## config.mk

```make
export PLATFORM = sky130hd
export DESIGN_NAME = soc_bus_fabric
export DESIGN_NICKNAME = d
export VERILOG_FILES = /design/src/rtl/soc_bus_pkg.sv /design/src/rtl/soc_bus_decoder.sv /design/src/rtl/soc_bus_fabric.sv
export SDC_FILE = /design/constraint.sdc
export NUM_CORES = 1
export LEC_CHECK = 0
export ABC_AREA = 0
export BUFFER_PORTS_ARGS = -buffer_cell sky130_fd_sc_hd__buf_4
export CAP_MARGIN = 30
export CORE_AREA = 2 2 194 196
export DETAILED_ROUTE_END_ITERATION = 8
export DIE_AREA = 0 0 196 198
export PLACE_DENSITY_LB_ADDON = 0.12
export SKIP_CTS_REPAIR_TIMING = 1
export SYNTH_ARGS = -nofsm -noshare
export SYNTH_HDL_FRONTEND = slang
export SYNTH_HIERARCHICAL = 1
export SYNTH_SLANG_ARGS = --single-unit
```

## constraint.sdc

```tcl
create_clock -name clk -period 2.6 [get_ports clk]
set_clock_uncertainty 0.05 [all_clocks]
set_input_delay 0.52 -clock clk [delete_from_list [all_inputs] [get_ports clk]]
set_output_delay 0.52 -clock clk [all_outputs]
set_load 0.1 [all_outputs]
```

## src/rtl/soc_bus_pkg.sv

```systemverilog
// Shared types and helpers for the SoC memory-mapped fabric.
// Holds the FSM encoding, the fault counter width and a packed-vector slice helper.
package soc_bus_pkg;

    typedef enum logic [1:0] {
        IDLE   = 2'd0,
        ACTIVE = 2'd1,
        ERR    = 2'd2
    } state_e;

    localparam int FAULT_CNT_W = 16;
    localparam int SLICE_MAX_W = 64;
    localparam int PACK_MAX_W  = 16 * SLICE_MAX_W;

    // Callers zero-extend their packed vector to PACK_MAX_W and truncate the result to W.
    function automatic logic [SLICE_MAX_W-1:0] slave_slice(
        input logic [PACK_MAX_W-1:0] packed_v,
        input int unsigned           i,
        input int unsigned           w
    );
        logic [PACK_MAX_W-1:0]  shifted;
        logic [SLICE_MAX_W-1:0] mask;
        shifted = packed_v >> (i * w);
        mask    = (w >= SLICE_MAX_W) ? '1 : ((SLICE_MAX_W'(1) << w) - SLICE_MAX_W'(1));
        return shifted[SLICE_MAX_W-1:0] & mask;
    endfunction

endpackage

```

## src/rtl/soc_bus_decoder.sv

```systemverilog
// Combinational address decoder: compares the address against every base/mask pair
// and reports a hit plus the index of the lowest-numbered matching slave.
module soc_bus_decoder
    import soc_bus_pkg::*;
#(
    parameter int                           NUM_SLAVES = 8,
    parameter int                           ADDR_W     = 32,
    parameter int                           IDX_W      = 3,
    parameter logic [NUM_SLAVES*ADDR_W-1:0] SLAVE_BASE = '0,
    parameter logic [NUM_SLAVES*ADDR_W-1:0] SLAVE_MASK = '0
) (
    input  logic [ADDR_W-1:0] addr,
    output logic              hit,
    output logic [IDX_W-1:0]  idx
);

    // Scanning from the top down lets the lowest matching index overwrite the others.
    always_comb begin
        hit = 1'b0;
        idx = '0;
        for (int i = NUM_SLAVES - 1; i >= 0; i--) begin
            if ((addr & ADDR_W'(slave_slice(PACK_MAX_W'(SLAVE_MASK), i, ADDR_W)))
                    == ADDR_W'(slave_slice(PACK_MAX_W'(SLAVE_BASE), i, ADDR_W))) begin
                hit = 1'b1;
                idx = IDX_W'(i);
            end
        end
    end

endmodule

```

## src/rtl/soc_bus_fabric.sv

```systemverilog
// Single-outstanding memory-mapped interconnect from the CPU master port to NUM_SLAVES
// peripherals, with decode-miss and timeout faulting plus fault diagnostics registers.
module soc_bus_fabric
    import soc_bus_pkg::*;
#(
    parameter int                           NUM_SLAVES     = 8,
    parameter int                           ADDR_W         = 32,
    parameter int                           DATA_W         = 32,
    parameter logic [NUM_SLAVES*ADDR_W-1:0] SLAVE_BASE     = '0,
    parameter logic [NUM_SLAVES*ADDR_W-1:0] SLAVE_MASK     = '0,
    parameter int unsigned                  TIMEOUT_CYCLES = 1024,
    parameter logic [DATA_W-1:0]            DEFAULT_RDATA  = '0
) (
    input  logic                         clk,
    input  logic                         resetn,
    input  logic                         m_valid,
    input  logic [ADDR_W-1:0]            m_addr,
    input  logic [DATA_W/8-1:0]          m_wstrb,
    input  logic [DATA_W-1:0]            m_wdata,
    output logic                         m_ready,
    output logic [DATA_W-1:0]            m_rdata,
    output logic                         m_fault,
    output logic [NUM_SLAVES-1:0]        s_valid,
    output logic [ADDR_W-1:0]            s_addr,
    output logic [DATA_W/8-1:0]          s_wstrb,
    output logic [DATA_W-1:0]            s_wdata,
    input  logic [NUM_SLAVES-1:0]        s_ready,
    input  logic [NUM_SLAVES*DATA_W-1:0] s_rdata,
    output logic [FAULT_CNT_W-1:0]       fault_count,
    output logic [ADDR_W-1:0]            last_fault_addr
);

    localparam int          STRB_W  = DATA_W / 8;
    localparam int          IDX_W   = (NUM_SLAVES > 1) ? $clog2(NUM_SLAVES) : 1;
    localparam logic [31:0] TO_LAST = 32'(TIMEOUT_CYCLES - 1);

    state_e                 state_q, state_d;
    logic [IDX_W-1:0]       sel_q, sel_d;
    logic [ADDR_W-1:0]      addr_q, addr_d;
    logic [STRB_W-1:0]      wstrb_q, wstrb_d;
    logic [DATA_W-1:0]      wdata_q, wdata_d;
    logic [31:0]            cnt_q, cnt_d;
    logic [FAULT_CNT_W-1:0] fault_count_q, fault_count_d;
    logic [ADDR_W-1:0]      last_fault_addr_q, last_fault_addr_d;

    logic                   dec_hit;
    logic [IDX_W-1:0]       dec_idx;
    logic                   sel_ready;

    soc_bus_decoder #(
        .NUM_SLAVES (NUM_SLAVES),
        .ADDR_W     (ADDR_W),
        .IDX_W      (IDX_W),
        .SLAVE_BASE (SLAVE_BASE),
        .SLAVE_MASK (SLAVE_MASK)
    ) u_decoder (
        .addr (m_addr),
        .hit  (dec_hit),
        .idx  (dec_idx)
    );

    assign sel_ready       = s_ready[sel_q];
    assign s_addr          = addr_q;
    assign s_wstrb         = wstrb_q;
    assign s_wdata         = wdata_q;
    assign fault_count     = fault_count_q;
    assign last_fault_addr = last_fault_addr_q;

    always_comb begin
        state_d           = state_q;
        sel_d             = sel_q;
        addr_d            = addr_q;
        wstrb_d           = wstrb_q;
        wdata_d           = wdata_q;
        cnt_d             = cnt_q;
        fault_count_d     = fault_count_q;
        last_fault_addr_d = last_fault_addr_q;
        m_ready           = 1'b0;
        m_fault           = 1'b0;
        m_rdata           = '0;
        s_valid           = '0;

        unique case (state_q)
            IDLE: begin
                if (m_valid) begin
                    addr_d  = m_addr;
                    wstrb_d = m_wstrb;
                    wdata_d = m_wdata;
                    sel_d   = dec_idx;
                    cnt_d   = '0;
                    state_d = dec_hit ? ACTIVE : ERR;
                end
            end
            ACTIVE: begin
                s_valid[sel_q] = 1'b1;
                cnt_d          = cnt_q + 32'd1;
                // A ready arriving in the expiry cycle still completes the access cleanly.
                if (sel_ready) begin
                    m_ready = 1'b1;
                    m_rdata = DATA_W'(slave_slice(PACK_MAX_W'(s_rdata), 32'(sel_q), DATA_W));
                    state_d = IDLE;
                end else if ((TIMEOUT_CYCLES != 0) && (cnt_q == TO_LAST)) begin
                    state_d = ERR;
                end
            end
            ERR: begin
                m_ready           = 1'b1;
                m_fault           = 1'b1;
                m_rdata           = DEFAULT_RDATA;
                last_fault_addr_d = addr_q;
                if (fault_count_q != '1) begin
                    fault_count_d = fault_count_q + FAULT_CNT_W'(1);
                end
                state_d = IDLE;
            end
            default: state_d = IDLE;
        endcase
    end

    always_ff @(posedge clk or negedge resetn) begin
        if (!resetn) begin
            state_q           <= IDLE;
            sel_q             <= '0;
            addr_q            <= '0;
            wstrb_q           <= '0;
            wdata_q           <= '0;
            cnt_q             <= '0;
            fault_count_q     <= '0;
            last_fault_addr_q <= '0;
        end else begin
            state_q           <= state_d;
            sel_q             <= sel_d;
            addr_q            <= addr_d;
            wstrb_q           <= wstrb_d;
            wdata_q           <= wdata_d;
            cnt_q             <= cnt_d;
            fault_count_q     <= fault_count_d;
            last_fault_addr_q <= last_fault_addr_d;
        end
    end

endmodule

```

== After elaboration in Yosys (flattened, before gate mapping) ==
Index checks and enable logic that the tools add are counted.

* Bits in registers: 150
* Input port bits: 335
* Logic and storage cells: 33

* Add/subtract/negate cells: 2
* Eq/ne operators: 6
* Muxes and demuxes: 12
* Reduce and logical (&&, ||, !) cells: 6

{| class="wikitable"
|+ Operators by type and width
! kind !! number
|-
| 32-bit 2-to-1 mux || 3
|-
| 32-bit one-hot mux with 2 select lines || 1
|-
| 32-bit by 1-bit adder with 32-bit output (second input constant) || 1
|-
| 32-bit by 10-bit == test with 1-bit output (second input constant) || 1
|-
| 16-bit by 1-bit adder with 16-bit output (second input constant) || 1
|-
| 16-bit != test (second input constant) || 1
|-
| 2-bit AND reduction || 4
|-
| 2-bit 2-to-1 mux || 3
|-
| 2-bit one-hot mux with 2 select lines || 1
|-
| 1-bit 2-to-1 mux || 3
|-
| 3-bit != test (second input constant) || 1
|-
| 2-bit by 1-bit == test with 1-bit output (second input constant) || 1
|-
| 2-bit == test (second input constant) || 1
|-
| 2-bit logical NOT || 1
|-
| 2-bit != test (second input constant) || 1
|-
| 1-bit one-hot mux with 2 select lines || 1
|-
| 2-bit nonzero test || 1
|}

== Depth between registers and ports, before layout ==
Gate-level depths: netlist of the first run.

* Depth after elaboration: 4
* Mapped depth: 9

== By module ==
The synthesis of the first run kept the hierarchy.

{| class="wikitable"
|+ By module, submodules not included
! module !! times used !! cells an instance !! area an instance (sq um) !! seq. area each (sq um)
|-
| soc_bus_fabric || 1 || 647 || 8508.2 || 3828.7
|-
| soc_bus_decoder || 1 || 6 || 37.5 || 0.0
|}

== Worst setup path before layout of the first run ==
OpenSTA, ideal clock, no wires.

* Path kind: register to output
* Start point: register state_q[0]
* End point: output port m_ready
* Arrival time: 3.381 ns
* Data required time: 2.030 ns
* Setup slack: -1.351 ns
* Stages on the path, launching flop included: 7
* Buffers on the path: 2
* Path through: dfrtp_1 > inv_1 > ha_1 > clkbuf_1 > buf_1 > a21oi_1 > nor2b_1

* Word-level cells in the longest chain between the ends: 2
* Elaborated cells on any way between the ends: 3
* Those cells by class: eq/ne (2); mux (1)

{| class="wikitable"
|+ RTL lines
! what !! line !! text
|-
| from (decl) || soc_bus_fabric.sv:37 || <nowiki>state_e state_q, state_d;</nowiki>
|-
| from (signal assigned) || soc_bus_fabric.sv:131 || <nowiki>state_q <= state_d;</nowiki>
|-
| 2-bit == test or 2-bit by 1-bit == test with 1-bit output (tied branches) || soc_bus_fabric.sv:83 || <nowiki>unique case (state_q)</nowiki>
|-
| 1-bit one-hot mux with 2 select lines (*) || soc_bus_fabric.sv:83 ||
|-
| to (decl) || soc_bus_fabric.sv:20 || <nowiki>output logic m_ready,</nowiki>
|}

Mark *: on every way between the ends. The rest lies on a longest branch, timed or not.

==> reports/metrics.yaml, run 1 <==
ant_nets: 0
critical_path_class: "flip-flop to output pin"
root_buffer: "clkbuf_16"
crit_chain: "buf_6, mux2_4, nor3b_2, nor4_4, nand2_4, clkbuf_16, nor2_4, buf_12"
cts_tree: "yes"
hpwl_um: 29300
grt_pass1_vias: 7737
final_util_pct: 39.7
grt_start_max_net_pins: 54
htree_levels: 4
fp.dieW_um: 196
wl_per_cell_um: 21.9
min_path_type: "primary input to async pin"
maxCapViolCount: 0
first_pass_iters: 4
yosysUniqueCellTypes: 46
synth_warnings: 6
rsz0062_at_grt: "true"
dp_slack_ns: -0.335
synthCells: 653
coreArea_um2: 37000
syn_area_um2: 8550
vias: 7576
gp_congestion: 0.882
crit_fanout: 8
die_h_um: 198
slew_violations: 0
drc: 0
power.density_nw_per_um2: 1490
final_cells: 1666
synth_seq_cells: 153
status: "finished with violations"
ios: 493
clock-sinks: 153
layout_min_cycle_time_ns: 3.01
ir_worst_vdd_mv: 0.994
cpPeakStageDelay_ns: 0.52
worstRegToRegCells: 7
antenna_found_initial: 7
synth-edff-count: 0
violations: "setup timing"
endpoint_kind: "output pin"
io_buffers: 492
avgSynthCellArea_um2: 13.1
clkLatencyLatePin_ns: 0.43
slew_headroom_pct: 63.0
slowest_stage: "dfrtp_4"
rr_startpoint: "state_q[0]"
dpl.cell_count: 1618
track_usage_pct: 17.9
wl_um: 36400
numCtsBuffers: 17
clk_pin_slew_ns: 0.07
drive_gt1_share_pct: 68.3
vias_per_cell: 4.55
worst_pin_slew_ns: 0.556
hold_violations: 0
power_leakage_nw: 6.68
critPathLaunchType: "flip-flop"
min_period_over_period_pct: 116
multi_input_area_um2: 4830
die-area_um2: 38800
nets: 1514
cp_data_arrival_time_ns: 2.44
synth_ff_type: "dfrtp_1"
cts.path.max_buffers: 2
start_util_pct: 23.1
nFillCells: 3646
register_area_um2: 3840
timing.final.ws_setup_ns: -0.406
yosysSeqAreaShare_pct: 44.8
drtIter0Drc: 207
synthToLayoutAreaGrowth_pct: 71.6
fp-row-count: 71
r2r-end: "cnt_q[31]"
setup_viol: 33
fmax_mhz: 333
async_flop_share_pct: 100
grt_first_pass_wirelength_um: 51200
rrSetupSlack_ns: 0.28
overflow: 0
cp.required_ns: 2.03
[sequential cells by signal, indices dropped and copies added (netlist names)]
signal,count
cnt_q,32
last_fault_addr,32
s_addr,32
s_wdata,32
fault_count,16
s_wstrb,4
sel_q,3
state_q,2
[synth_stat cells, drive strengths merged (10+ instances only)]
master | number | share of area [%]
dfrtp | 153 | 45
nor4 | 10 | 1.7
xnor2 | 16 | 1.6
and3 | 10 | 0.73
nand2 | 25 | 1.1
mux4 | 64 | 17
mux2 | 106 | 14
clkbuf | 21 | 0.92
xor2 | 23 | 2.4
buf | 25 | 1.5
mux2i | 34 | 4.0
nand4 | 15 | 1.1
nor2 | 71 | 3.1
nand3 | 19 | 1.3
[critical path, delay by kind of cell, from the launching register on]
| family | cells | cell delay, ns |
|---|---|---|
| and+or+nand+nor | 4 | 0.70 |
| buffers and inverters | 3 | 0.58 |
| DFF | 1 | 0.52 |
| muxes | 1 | 0.20 |
[power breakdown]
group | switching [mW] | total (mW) | internal (mW)
Clock | 1.02 | 2.55 | 1.53
Combinational | 10.4 | 15.4 | 4.93
Sequential | 0.641 | 3.95 | 3.31
Total | 12.1 | 21.9 | 9.77
[through the flow]
stage          setup TNS, ns  cell area [µm²]  power, mW  hold WS (ns)
5_1_grt               -15.53            14700       22.8        0.0247
2_1_floorplan          -7.79             8830       15.0         0.174
3_3_place_gp           -7.33            13400       18.8         0.434
4_1_cts               -22.30            14000       21.5        0.0132
6_report              -12.32            14700       21.9       0.00671
3_5_place_dp           -9.94            13400       18.8         0.439
[routing by layer]
layer / GRT usage (%) / routed length (µm) / up-vias
met5: 0 / 12 / -
met2: 31.0 / 18500 / 323
li1: - / - / 3458
met1: 20.2 / 13600 / 3749
met3: 6.80 / 3180 / 44
met4: 6.59 / 1140 / 2
[how the worst max path moves through the flow]
stage,depth (start not counted),start,slack [ns],end
2_1_floorplan,5,sel_q[2],-0.40,s_valid[5]
3_3_place_gp,8,s_ready[0],-0.25,m_rdata[26]
6_report,8,sel_q[0],-0.41,m_rdata[20]
5_1_grt,8,sel_q[0],-0.50,m_rdata[15]
4_1_cts,7,sel_q[0],-0.70,m_rdata[25]
3_5_place_dp,8,s_ready[0],-0.33,m_rdata[25]
[cells in the final DEF, fill, tap and decap left out, types with 5 or more instances in the layout]
master / count
a21oi_1: 5
and3_1: 10
buf_12: 41
buf_4: 491
buf_6: 6
clkbuf_16: 22
dfrtp_1: 150
diode_2: 6
inv_1: 5
mux2_2: 104
mux2i_1: 34
mux4_2: 64
nand2_1: 23
nand3_1: 17
nand4_1: 15
nor2_1: 35
nor2_4: 32
nor3_1: 5
nor4_4: 5
o21ai_0: 7
xnor2_1: 16
xor2_1: 23
[kinds of logic after synthesis]
logic type	Yosys count	synth area share, %
XOR/XNOR	39	4.00
AO/OA/AOI/OAI	21	1.63
adder cells (fa/ha/maj)	5	0.732
buffers and inverters	51	2.68
other	2	0.0879
AND/OR/NAND/NOR	178	11.3
multiplexers	204	34.8
flip-flops	153	44.8
[area by class of cell]
cell class / instances / share of cell area (%)
diodes: 6 / 0.102
clock buffers: 20 / 3.05
clock inverters: 11 / 0.998
inverters: 5 / 0.128
multi-input cells: 451 / 33.0
flip-flops and latches: 153 / 26.2
well taps: 474 / 4.05
repair buffers: 546 / 32.5
Note: power is estimated with default switching activity, not from simulation.
==> run 2: changes to the inputs <==
--- a/config.mk
+++ b/config.mk
@@ -7,10 +7,9 @@
 export LEC_CHECK = 0
 export ABC_AREA = 0
 export BUFFER_PORTS_ARGS = -buffer_cell sky130_fd_sc_hd__buf_4
-export CAP_MARGIN = 30
-export CORE_AREA = 2 2 194 196
+export CORE_AREA = 4 4 191 193
 export DETAILED_ROUTE_END_ITERATION = 8
-export DIE_AREA = 0 0 196 198
+export DIE_AREA = 0 0 195 197
 export PLACE_DENSITY_LB_ADDON = 0.12
 export SKIP_CTS_REPAIR_TIMING = 1
 export SYNTH_ARGS = -nofsm -noshare
==> run 2 against run 1 <==
  * The flow still finishes with violations (setup timing)
  * Cell area decreased by 1.6%
  * Via count decreased by 0.66%
  * Count of clock-buffer cells in the layout up 2
  * Sequential cell count stayed put
  * Hold slack improved by 0.27 ns
  * Final cell count shrank 1.1%
  * Highest routed layer unchanged
==> reports/metrics.yaml, run 2 (synthesis gave the netlist of run 1 again) <==
clkPwrFrac_pct: 10.8
fmax_mhz: 337
root_buffer: "clkbuf_16"
drive_gt1_share_pct: 67.5
synthToLayoutAreaGrowth_pct: 68.8
min_path_type: "primary input to flip-flop"
nFillCells: 3373
hpwl_um: 30800
crit_start: "sel_q[0]"
overflow: 0
intPower_mw: 9.46
ant_nets: 0
die_h_um: 197
grt_first_pass_wirelength_um: 53400
cp.required_ns: 2.03
layout_min_cycle_time_ns: 2.96
numCtsBuffers: 17
ir_worst_vdd_mv: 1.10
htree_levels: 4
critical_path_class: "flip-flop to output pin"
combPwrFrac_pct: 70.8
layout_common_cells: "buf_4 (494), dfrtp_1 (150), mux2_2 (105)"
dp_slack_ns: -0.0521
p_sw_mw: 12.0
cp_data_arrival_time_ns: 2.39
swShare_pct: 55.9
grt_pass1_vias: 7888
grt_start_max_net_pins: 53
antenna_found_initial: 10
drtIter0Drc: 227
cts_tree: "yes"
setup_viol: 33
cts.path.max_buffers: 2
critPathLaunchType: "flip-flop"
rsz0062_at_grt: "true"
layout_commonest_cell: "buf_4"
start_util_pct: 24.7
clkLatencyLatePin_ns: 0.42
slew_headroom_pct: 56.4
hold_violations: 0
min_period_over_period_pct: 114
p_seq_share_pct: 18.4
slew_violations: 0
violations: "setup timing"
whs_ns: 0.281
endpoint_kind: "output pin"
clock-sinks: 153
timing.final.ws_setup_ns: -0.363
drc: 0
vias: 7526
fp-row-count: 68
wl_um: 37600
power.density_nw_per_um2: 1490
io_buffers: 492
endpoint: "m_rdata[25]"
power_leakage_nw: 6.55
worstRegToRegCells: 7
coreArea_um2: 34500
vias_per_cell: 4.57
first_pass_iters: 4
worst_pin_slew_ns: 0.654
register_area_um2: 3830
ios: 493
clk_pin_slew_ns: 0.06
status: "finished with violations"
nets: 1510
multi_input_area_um2: 4800
r2r-end: "cnt_q[31]"
gp_congestion: 0.933
crit_fanout: 26
wl_per_cell_um: 22.8
rr_startpoint: "state_q[0]"
rrSetupSlack_ns: 0.38
maxCapViolCount: 0
die-area_um2: 38400
fp.dieW_um: 195
track_usage_pct: 18.5
[run 2: cell count changes in the layout (fill, tap and decap cells not counted), moves of 2 or more]
cell       delta
buf_4         +3
bufinv_16     -2
nor3b_1       +2
nor3b_2       -2
clkbuf_1      +2
clkbuf_16     -4
diode_2       +3
[run 2: power groups by stage]
| stage | Sequential, mW | Combinational [mW] | Clock (mW) |
|---|---|---|---|
| after global placement | 3.96 | 14.9 | 0 |
| after global routing | 4.09 | 15.8 | 2.53 |
| after floorplan | 9.99 | 5.05 | 0 |
| final | 3.94 | 15.2 | 2.33 |
| after detailed placement | 3.98 | 14.9 | 0 |
| after CTS | 3.95 | 14.9 | 2.41 |
[run 2: metrics by stage]
stage / std cells / power [mW] / setup TNS [ns] / instance area (µm²) / util, %
4_1_cts: 1634 / 21.3 / -14.34 / 13900 / 40.3
5_1_grt: 1647 / 22.4 / -14.04 / 14400 / 41.7
3_5_place_dp: 1602 / 18.9 / -0.979 / 13400 / 38.7
3_3_place_gp: 1602 / 18.8 / -0.0209 / 13400 / 38.7
2_1_floorplan: 655 / 15.0 / -7.79 / 8830 / -
6_report: 1647 / 21.5 / -10.35 / 14400 / 41.7
[run 2: final cells by class]
type | instances | area share [%]
Antenna cell | 9 | 0.156
Clock buffer | 22 | 3.15
Clock inverter | 10 | 0.651
Inverter | 5 | 0.130
Multi-Input combinational cell | 451 | 33.3
Sequential cell | 153 | 26.6
Tap cell | 455 | 3.95
Timing Repair Buffer | 542 | 32.1
[run 2: worst min-delay path by stage]
stage | startpoint | end | cells after the start
CTS | resetn | s_wdata[25] | 1
global placement | fault_count[10] | fault_count[10] | 1
floorplan | resetn | cnt_q[0] | 0
global route | m_addr[7] | s_addr[7] | 2
finish | m_wdata[31] | s_wdata[31] | 2
detailed placement | fault_count[10] | fault_count[10] | 1
[run 2: critical path, cell delays in order, from the launching register on]
cell     delay, ns
dfrtp_4       0.54
mux2_4        0.22
nor3b_1       0.04
buf_4         0.13
nor4_4        0.32
nand2_4       0.10
buf_12        0.20
nor2_4        0.18
buf_12        0.19
[run 2: per-layer routing]
| layer | track usage [%] | wire (µm) |
|---|---|---|
| met4 | 6.80 | 976 |
| met5 | 0 | 16 |
| met3 | 7.44 | 3470 |
| met1 | 21.5 | 14000 |
| met2 | 30.9 | 19100 |
